[src/rtl/pkt_sim_pkg.sv]
`default_nettype none
// ============================================================================
//  Module      : pkt_sim_pkg
//  Description : Shared types and constants for the packet simulator frame
//                generator: FSM state encoding, data/counter widths and the
//                layout of a generated data word {pkt_count, word_index}.
//  Revision    : 1.0 - initial release
// ============================================================================
package pkt_sim_pkg;

    localparam int DATA_W       = 64;
    localparam int CNT_W        = 32;

    // A frame word carries the packet number in the upper half and the
    // word index within the packet in the lower half.
    localparam int WORD_IDX_LSB = 0;
    localparam int PKT_CNT_LSB  = CNT_W;

    typedef enum logic [0:0] {
        ST_IDLE = 1'b0,
        ST_SEND = 1'b1
    } state_e;

    function automatic logic [DATA_W-1:0] pack_word(
        input logic [CNT_W-1:0] pkt_cnt,
        input logic [CNT_W-1:0] word_idx
    );
        logic [DATA_W-1:0] word;
        word = '0;
        word[PKT_CNT_LSB  +: CNT_W] = pkt_cnt;
        word[WORD_IDX_LSB +: CNT_W] = word_idx;
        return word;
    endfunction

endpackage
`default_nettype wire

[src/rtl/pkt_sim_period_timer.sv]
`default_nettype none
// ============================================================================
//  Module      : pkt_sim_period_timer
//  Description : Free-running packet-start timer. Counts 0..max(period,1)-1
//                while enabled and flags a start tick whenever the count is 0.
//                Disabling parks the count at 0 so the first tick lands in
//                the first enabled cycle.
//  Revision    : 1.0 - initial release
// ============================================================================
module pkt_sim_period_timer #(
    parameter int CNT_W = pkt_sim_pkg::CNT_W
) (
    input  logic             user_clk,
    input  logic             user_rst,
    input  logic             enable,
    input  logic [CNT_W-1:0] period,
    output logic             tick
);

    logic [CNT_W-1:0] count_q;
    logic [CNT_W-1:0] count_d;
    logic [CNT_W-1:0] last_count;

    // Next count: wrap at the last value of the period (period 0 acts as 1);
    // the compare is >= so a shrinking period cannot strand the counter.
    always_comb begin
        last_count = (period == '0) ? '0 : period - 1'b1;
        count_d    = '0;
        if (enable && (count_q < last_count)) begin
            count_d = count_q + 1'b1;
        end
    end

    // Count register.
    always_ff @(posedge user_clk or posedge user_rst) begin
        if (user_rst) begin
            count_q <= '0;
        end else begin
            count_q <= count_d;
        end
    end

    assign tick = enable && (count_q == '0);

endmodule
`default_nettype wire

[src/rtl/pkt_sim_frame_gen.sv]
`default_nettype none
// ============================================================================
//  Module      : pkt_sim_frame_gen
//  Description : Periodic test-frame generator for the 10GbE TX path. On each
//                start tick it emits payload_len 64-bit words
//                {pkt_count, word_index}, flags the last one with
//                tx_end_of_frame and counts completed packets. Ticks that
//                cannot be served (packet in flight or TX FIFO almost full)
//                set the sticky overrun flag.
//  Config      : define PKT_SIM_TIMESTAMP_EN to replace word 0 of each packet
//                with a 64-bit free-running cycle counter sampled at the tick.
//  Revision    : 1.0 - initial release
// ============================================================================
module pkt_sim_frame_gen #(
    parameter int DATA_W = pkt_sim_pkg::DATA_W,
    parameter int CNT_W  = pkt_sim_pkg::CNT_W
) (
    input  logic              user_clk,
    input  logic              user_rst,
    input  logic              enable,
    input  logic [CNT_W-1:0]  payload_len,
    input  logic [CNT_W-1:0]  period,
    input  logic              tx_afull,
    output logic [DATA_W-1:0] tx_data,
    output logic              tx_valid,
    output logic              tx_end_of_frame,
    output logic [CNT_W-1:0]  pkt_count,
    output logic              overrun
);

    import pkt_sim_pkg::*;

    logic              tick;
    state_e            state_q;
    logic [CNT_W-1:0]  len_q;
    logic [CNT_W-1:0]  word_idx_q;
    logic [CNT_W-1:0]  pkt_count_q;
    logic [DATA_W-1:0] tx_data_q;
    logic              tx_valid_q;
    logic              tx_eof_q;
    logic              overrun_q;
    logic [DATA_W-1:0] first_word;
    logic              start_ok;
    logic              tick_dropped;

    pkt_sim_period_timer #(
        .CNT_W (CNT_W)
    ) u_period_timer (
        .user_clk (user_clk),
        .user_rst (user_rst),
        .enable   (enable),
        .period   (period),
        .tick     (tick)
    );

`ifdef PKT_SIM_TIMESTAMP_EN
    logic [63:0] timestamp_q;

    // Free-running cycle counter stamped into word 0 of each packet.
    always_ff @(posedge user_clk or posedge user_rst) begin
        if (user_rst) begin
            timestamp_q <= '0;
        end else begin
            timestamp_q <= timestamp_q + 64'd1;
        end
    end

    assign first_word = timestamp_q;
`else
    assign first_word = pack_word(pkt_count_q, '0);
`endif

    // A tick starts a packet only from IDLE with room downstream and a
    // non-zero length; a zero length is a quiet no-op, anything else is lost.
    assign start_ok     = tick && (state_q == ST_IDLE) && !tx_afull && (payload_len != '0);
    assign tick_dropped = tick && ((state_q == ST_SEND) || (tx_afull && (payload_len != '0)));

    // Packet FSM with registered outputs: the word for cycle N+1 is built at
    // the edge ending cycle N. word_idx_q holds the index of the next word.
    always_ff @(posedge user_clk or posedge user_rst) begin
        if (user_rst) begin
            state_q     <= ST_IDLE;
            len_q       <= '0;
            word_idx_q  <= '0;
            pkt_count_q <= '0;
            tx_data_q   <= '0;
            tx_valid_q  <= 1'b0;
            tx_eof_q    <= 1'b0;
            overrun_q   <= 1'b0;
        end else begin
            if (tick_dropped) begin
                overrun_q <= 1'b1;
            end
            case (state_q)
                ST_IDLE: begin
                    if (start_ok) begin
                        state_q    <= ST_SEND;
                        len_q      <= payload_len;
                        word_idx_q <= {{(CNT_W-1){1'b0}}, 1'b1};
                        tx_data_q  <= first_word;
                        tx_valid_q <= 1'b1;
                        tx_eof_q   <= (payload_len == {{(CNT_W-1){1'b0}}, 1'b1});
                    end else begin
                        tx_data_q  <= '0;
                        tx_valid_q <= 1'b0;
                        tx_eof_q   <= 1'b0;
                    end
                end
                ST_SEND: begin
                    if (tx_eof_q) begin
                        // Last word is on the bus this cycle: close the packet.
                        state_q     <= ST_IDLE;
                        word_idx_q  <= '0;
                        pkt_count_q <= pkt_count_q + 1'b1;
                        tx_data_q   <= '0;
                        tx_valid_q  <= 1'b0;
                        tx_eof_q    <= 1'b0;
                    end else begin
                        word_idx_q <= word_idx_q + 1'b1;
                        tx_data_q  <= pack_word(pkt_count_q, word_idx_q);
                        tx_valid_q <= 1'b1;
                        tx_eof_q   <= (word_idx_q == (len_q - 1'b1));
                    end
                end
                default: begin
                    state_q    <= ST_IDLE;
                    tx_valid_q <= 1'b0;
                    tx_eof_q   <= 1'b0;
                end
            endcase
        end
    end

    assign tx_data         = tx_data_q;
    assign tx_valid        = tx_valid_q;
    assign tx_end_of_frame = tx_eof_q;
    assign pkt_count       = pkt_count_q;
    assign overrun         = overrun_q;

endmodule
`default_nettype wire
[config.mk]
export PLATFORM = sky130hd
export DESIGN_NAME = pkt_sim_frame_gen
export DESIGN_NICKNAME = d
export VERILOG_FILES = /design/src/rtl/pkt_sim_pkg.sv /design/src/rtl/pkt_sim_period_timer.sv /design/src/rtl/pkt_sim_frame_gen.sv
export SDC_FILE = /design/constraint.sdc
export NUM_CORES = 1
export LEC_CHECK = 0
export CORE_MARGIN = 1
export CORE_UTILIZATION = 49
export CTS_CLUSTER_DIAMETER = 60
export DETAILED_ROUTE_END_ITERATION = 7
export HOLD_SLACK_MARGIN = 0.05
export PLACE_DENSITY = 0.83
export SYNTH_ARGS = -nofsm -noshare
export SYNTH_HDL_FRONTEND = slang
export SYNTH_SLANG_ARGS = --single-unit
[constraint.sdc]
create_clock -name user_clk -period 7.7 [get_ports user_clk]
set_input_delay 2.31 -clock user_clk [delete_from_list [all_inputs] [get_ports user_clk]]
set_output_delay 2.31 -clock user_clk [all_outputs]
set_load 0.02 [all_outputs]
==> run_results.csv <==
group,metric,value,unit
global_routing,grt_pass1_vias,8279,
clock_tree,cts_sinks,195,
sta,period_minus_slack,6.172,ns
yosys,synth_edf_count,0,
worst_setup_path,crit_family,"simple AND/OR/NAND/NOR gates",
global_routing,grt_pass1_wl,41210,um
placement,dp_slack,1.167,ns
routing,drc,0,
yosys,synth_cell_types,62,
worst_setup_path,worstPathRequired,8.06,ns
yosys,syn_nets,1183,
sta,setup_ws,1.528,ns
worst_setup_path,cp_max_fo,32,
clock_tree,cts-root-buf,"clkbuf_16",
finish,layout_commonest_cell,"dfrtp_1",
finish,area_growth,23.63,%
sta,worst_hold_slack,0.4906,ns
clock_tree,h-tree-depth,4,
floorplanning,io_pins,167,
sta,setup_tns,0,ns
clock_tree,cts_resized,0,
routing,vias,8618,
power_and_ir_drop,power_density,233.4,nW/um2
routing,wl_per_cell,16.61,um
clock_tree,clk_pin_slew,0.07,ns
sta,setup_violations,0,
placement,hpwlAfterDp,18060,um
sta,fmax,162.0,MHz
worst_setup_path,crit_arrival,6.53,ns
global_routing,grtUsageTotal,23.49,%
floorplanning,row_count,53,
power_and_ir_drop,irDropWorstVdd,0.0001798,V
clock_tree,cts_tree,"done",
sta,tightestPinTransition,1.149,ns
yosys,syn_area_per_cell,9.784,um2
finish,mostFrequentLayoutCells,"dfrtp_1 (195), clkdlybuf4s50_1 (166), nor2_1 (100)",
placement,place.gp.congestion,0.9353,
floorplanning,dieHeight,148.6,um
worst_setup_path,cpMostUsedCell,"a21o_1",
worst_setup_path,critPathLaunchType,"primary input",
yosys,yosys_warnings,0,
routing,drtPass1Iterations,5,
yosys,synth_area_leaders,"dfrtp_1 (46%), xnor2_1 (5.6%), xor2_1 (5.2%)",
floorplanning,floorplan.core_area,21020,um2
sta,drv_slew,0,
sta,slew_headroom,23.38,%
global_routing,grt_max_degree,139,
run_status,status,"finished clean",
floorplanning,die_x,148.6,um
routing,drtAntennaViolNets,0,
routing,vias_per_cell,5.704,
worst_setup_path,cp_cell_sequence,"clkdlybuf4s50_1 > or4_1 > nor3_1 > nand4_1 > nand2_1 > ha_1 > a21o_1 > a21o_1 > a21oi_1 > o21ai_0 > a2111oi_0 > o21ai_2 > buf_4 > nor2_1",
yosys,ys_ff_latch,195,
run,maxCapViolations,0,
power_and_ir_drop,p_leak,0.005768,uW
yosys,ys.flop_type,"dfrtp_1",
worst_setup_path,cp_slowest_cell,"nand4_1",
routing,drtIter0Drc,656,
power_and_ir_drop,finalPower,3040,uW
sta,hold_viol,0,
yosys,yosysTopAreaCell,"dfrtp_1",
sta,timing.final.crit_share,80.15,%
routing,wirelength,25100,um
worst_setup_path,cp-end-kind,"register",
clock_tree,cts_buffer_depth,2,
sta,grt_setup_unrepaired,"no",
worst_setup_path,critical_path_class,"in2reg",
floorplanning,start_util,50.13,%
yosys,ys_seq_area_share,46.31,%
yosys,syn_area,10540,um2
clock_tree,cts_buffers,17,
hold_path,hold_class,"reg2reg",
global_routing,gr-total-overflow,0,
global_routing,antenna_found_initial,1,
clock_tree,cts_setup_buffers,0,
worst_setup_path,crit_buf_inv,2,
yosys,synth.top_cell.area_share,46.31,%
placement,portBuffers,166,
sta,skew,0.008111,ns
yosys,synthCells,1077,
floorplanning,dieArea,22100,um2
clock_tree,clk_latency,0.43,ns
yosys,async_reset_ff_share,100.0,%
finish,finalNetCount,1329,
finish,drive_gt1_share,7.374,%
clock_tree,cts_hold_buffers,0,
worst_setup_path,max_stage_delay,0.62,ns
==> final timing paths <==
kind | startpoint | to | slack, ns | depth (start not counted)
worst max-delay path | period[14] | u_period_timer.count_q[27] | 1.53 | 14
worst min-delay path | pkt_count[31] | pkt_count[31] | 0.49 | 1
worst max register to register | len_q[0] | tx_end_of_frame | 4.34 | 9
worst min register to register | pkt_count[31] | pkt_count[31] | 0.49 | 1
max in group asynchronous | user_rst | tx_data[61] | 3.88 | 3
min in group asynchronous | user_rst | tx_data[56] | 2.47 | 2
==> registers in the layout, indices dropped and copies added (netlist names) <==
name,cells
tx_data,64
tx_valid,1
pkt_count,32
tx_end_of_frame,1
u_period_timer.count_q,32
overrun,1
len_q,32
word_idx_q,32
==> cell families after synthesis <==
group | Yosys count | synth area share [%]
AND/OR/NAND/NOR | 476 | 23.88
flip-flops | 195 | 46.31
AO/OA/AOI/OAI | 138 | 8.193
XOR/XNOR | 129 | 10.72
buffers and inverters | 62 | 2.292
multiplexers | 39 | 4.096
adder cells (fa/ha/maj) | 38 | 4.512
==> synthesized netlist by cell type (all sizes together) (2+ instances only) <==
cell     number
o41ai         3
ha           38
xor2         62
nand3        40
nand4b        2
a31oi        10
mux2         33
o21ai        58
xnor2        67
nor2b         7
and4         10
nor4b         3
and2         66
or4b          3
or2           5
nand4        43
a22o          2
a21oi        21
o2111ai       2
nor3         32
nand2        94
dfrtp       195
mux2i         6
o31ai         5
nand2b        3
nor2        100
nand3b        3
buf           3
nor4         23
inv          16
clkbuf       43
and3         23
or4          12
a21o         18
o22ai         3
or3           6
o211ai        3
a211oi        2
==> through the flow <==
| stage | instances | cell area [um2] | utilization [%] |
|---|---|---|---|
| after floorplan | 1077 | 10540 | - |
| after global routing | 1509 | 13020 | 61.95 |
| final | 1511 | 13030 | 61.97 |
| after CTS | 1509 | 13020 | 61.95 |
| after global placement | 1479 | 12430 | 59.14 |
| after detailed placement | 1479 | 12430 | 59.14 |
==> routing by layer <==
layer	GRT usage (%)	routed length, um	part of all wire [%]	up-vias
met5	0	0	0	-
met4	8.763	631	2.5	0
met3	4.540	1251	5.0	55
met2	40.28	12690	51	248
met1	29.28	10530	42	4231
li1	-	-	-	4084
==> power breakdown <==
part,switching (uW),internal (uW)
registers,182,1140
logic,438,377
clock network,373,527
total,992,2050
==> final cells by class <==
cell class / count / area, um2
Clock buffer: 22 / 464.2
Timing Repair Buffer: 173 / 1714
Tap cell: 275 / 344.1
Multi-Input combinational cell: 820 / 5426
Inverter: 16 / 67.56
Sequential cell: 195 / 4880
Clock inverter: 8 / 126.4
Antenna cell: 2 / 5.005
Fill cell: 1668 / 7994
No activity file was read; power rests on OpenSTA's default activity.
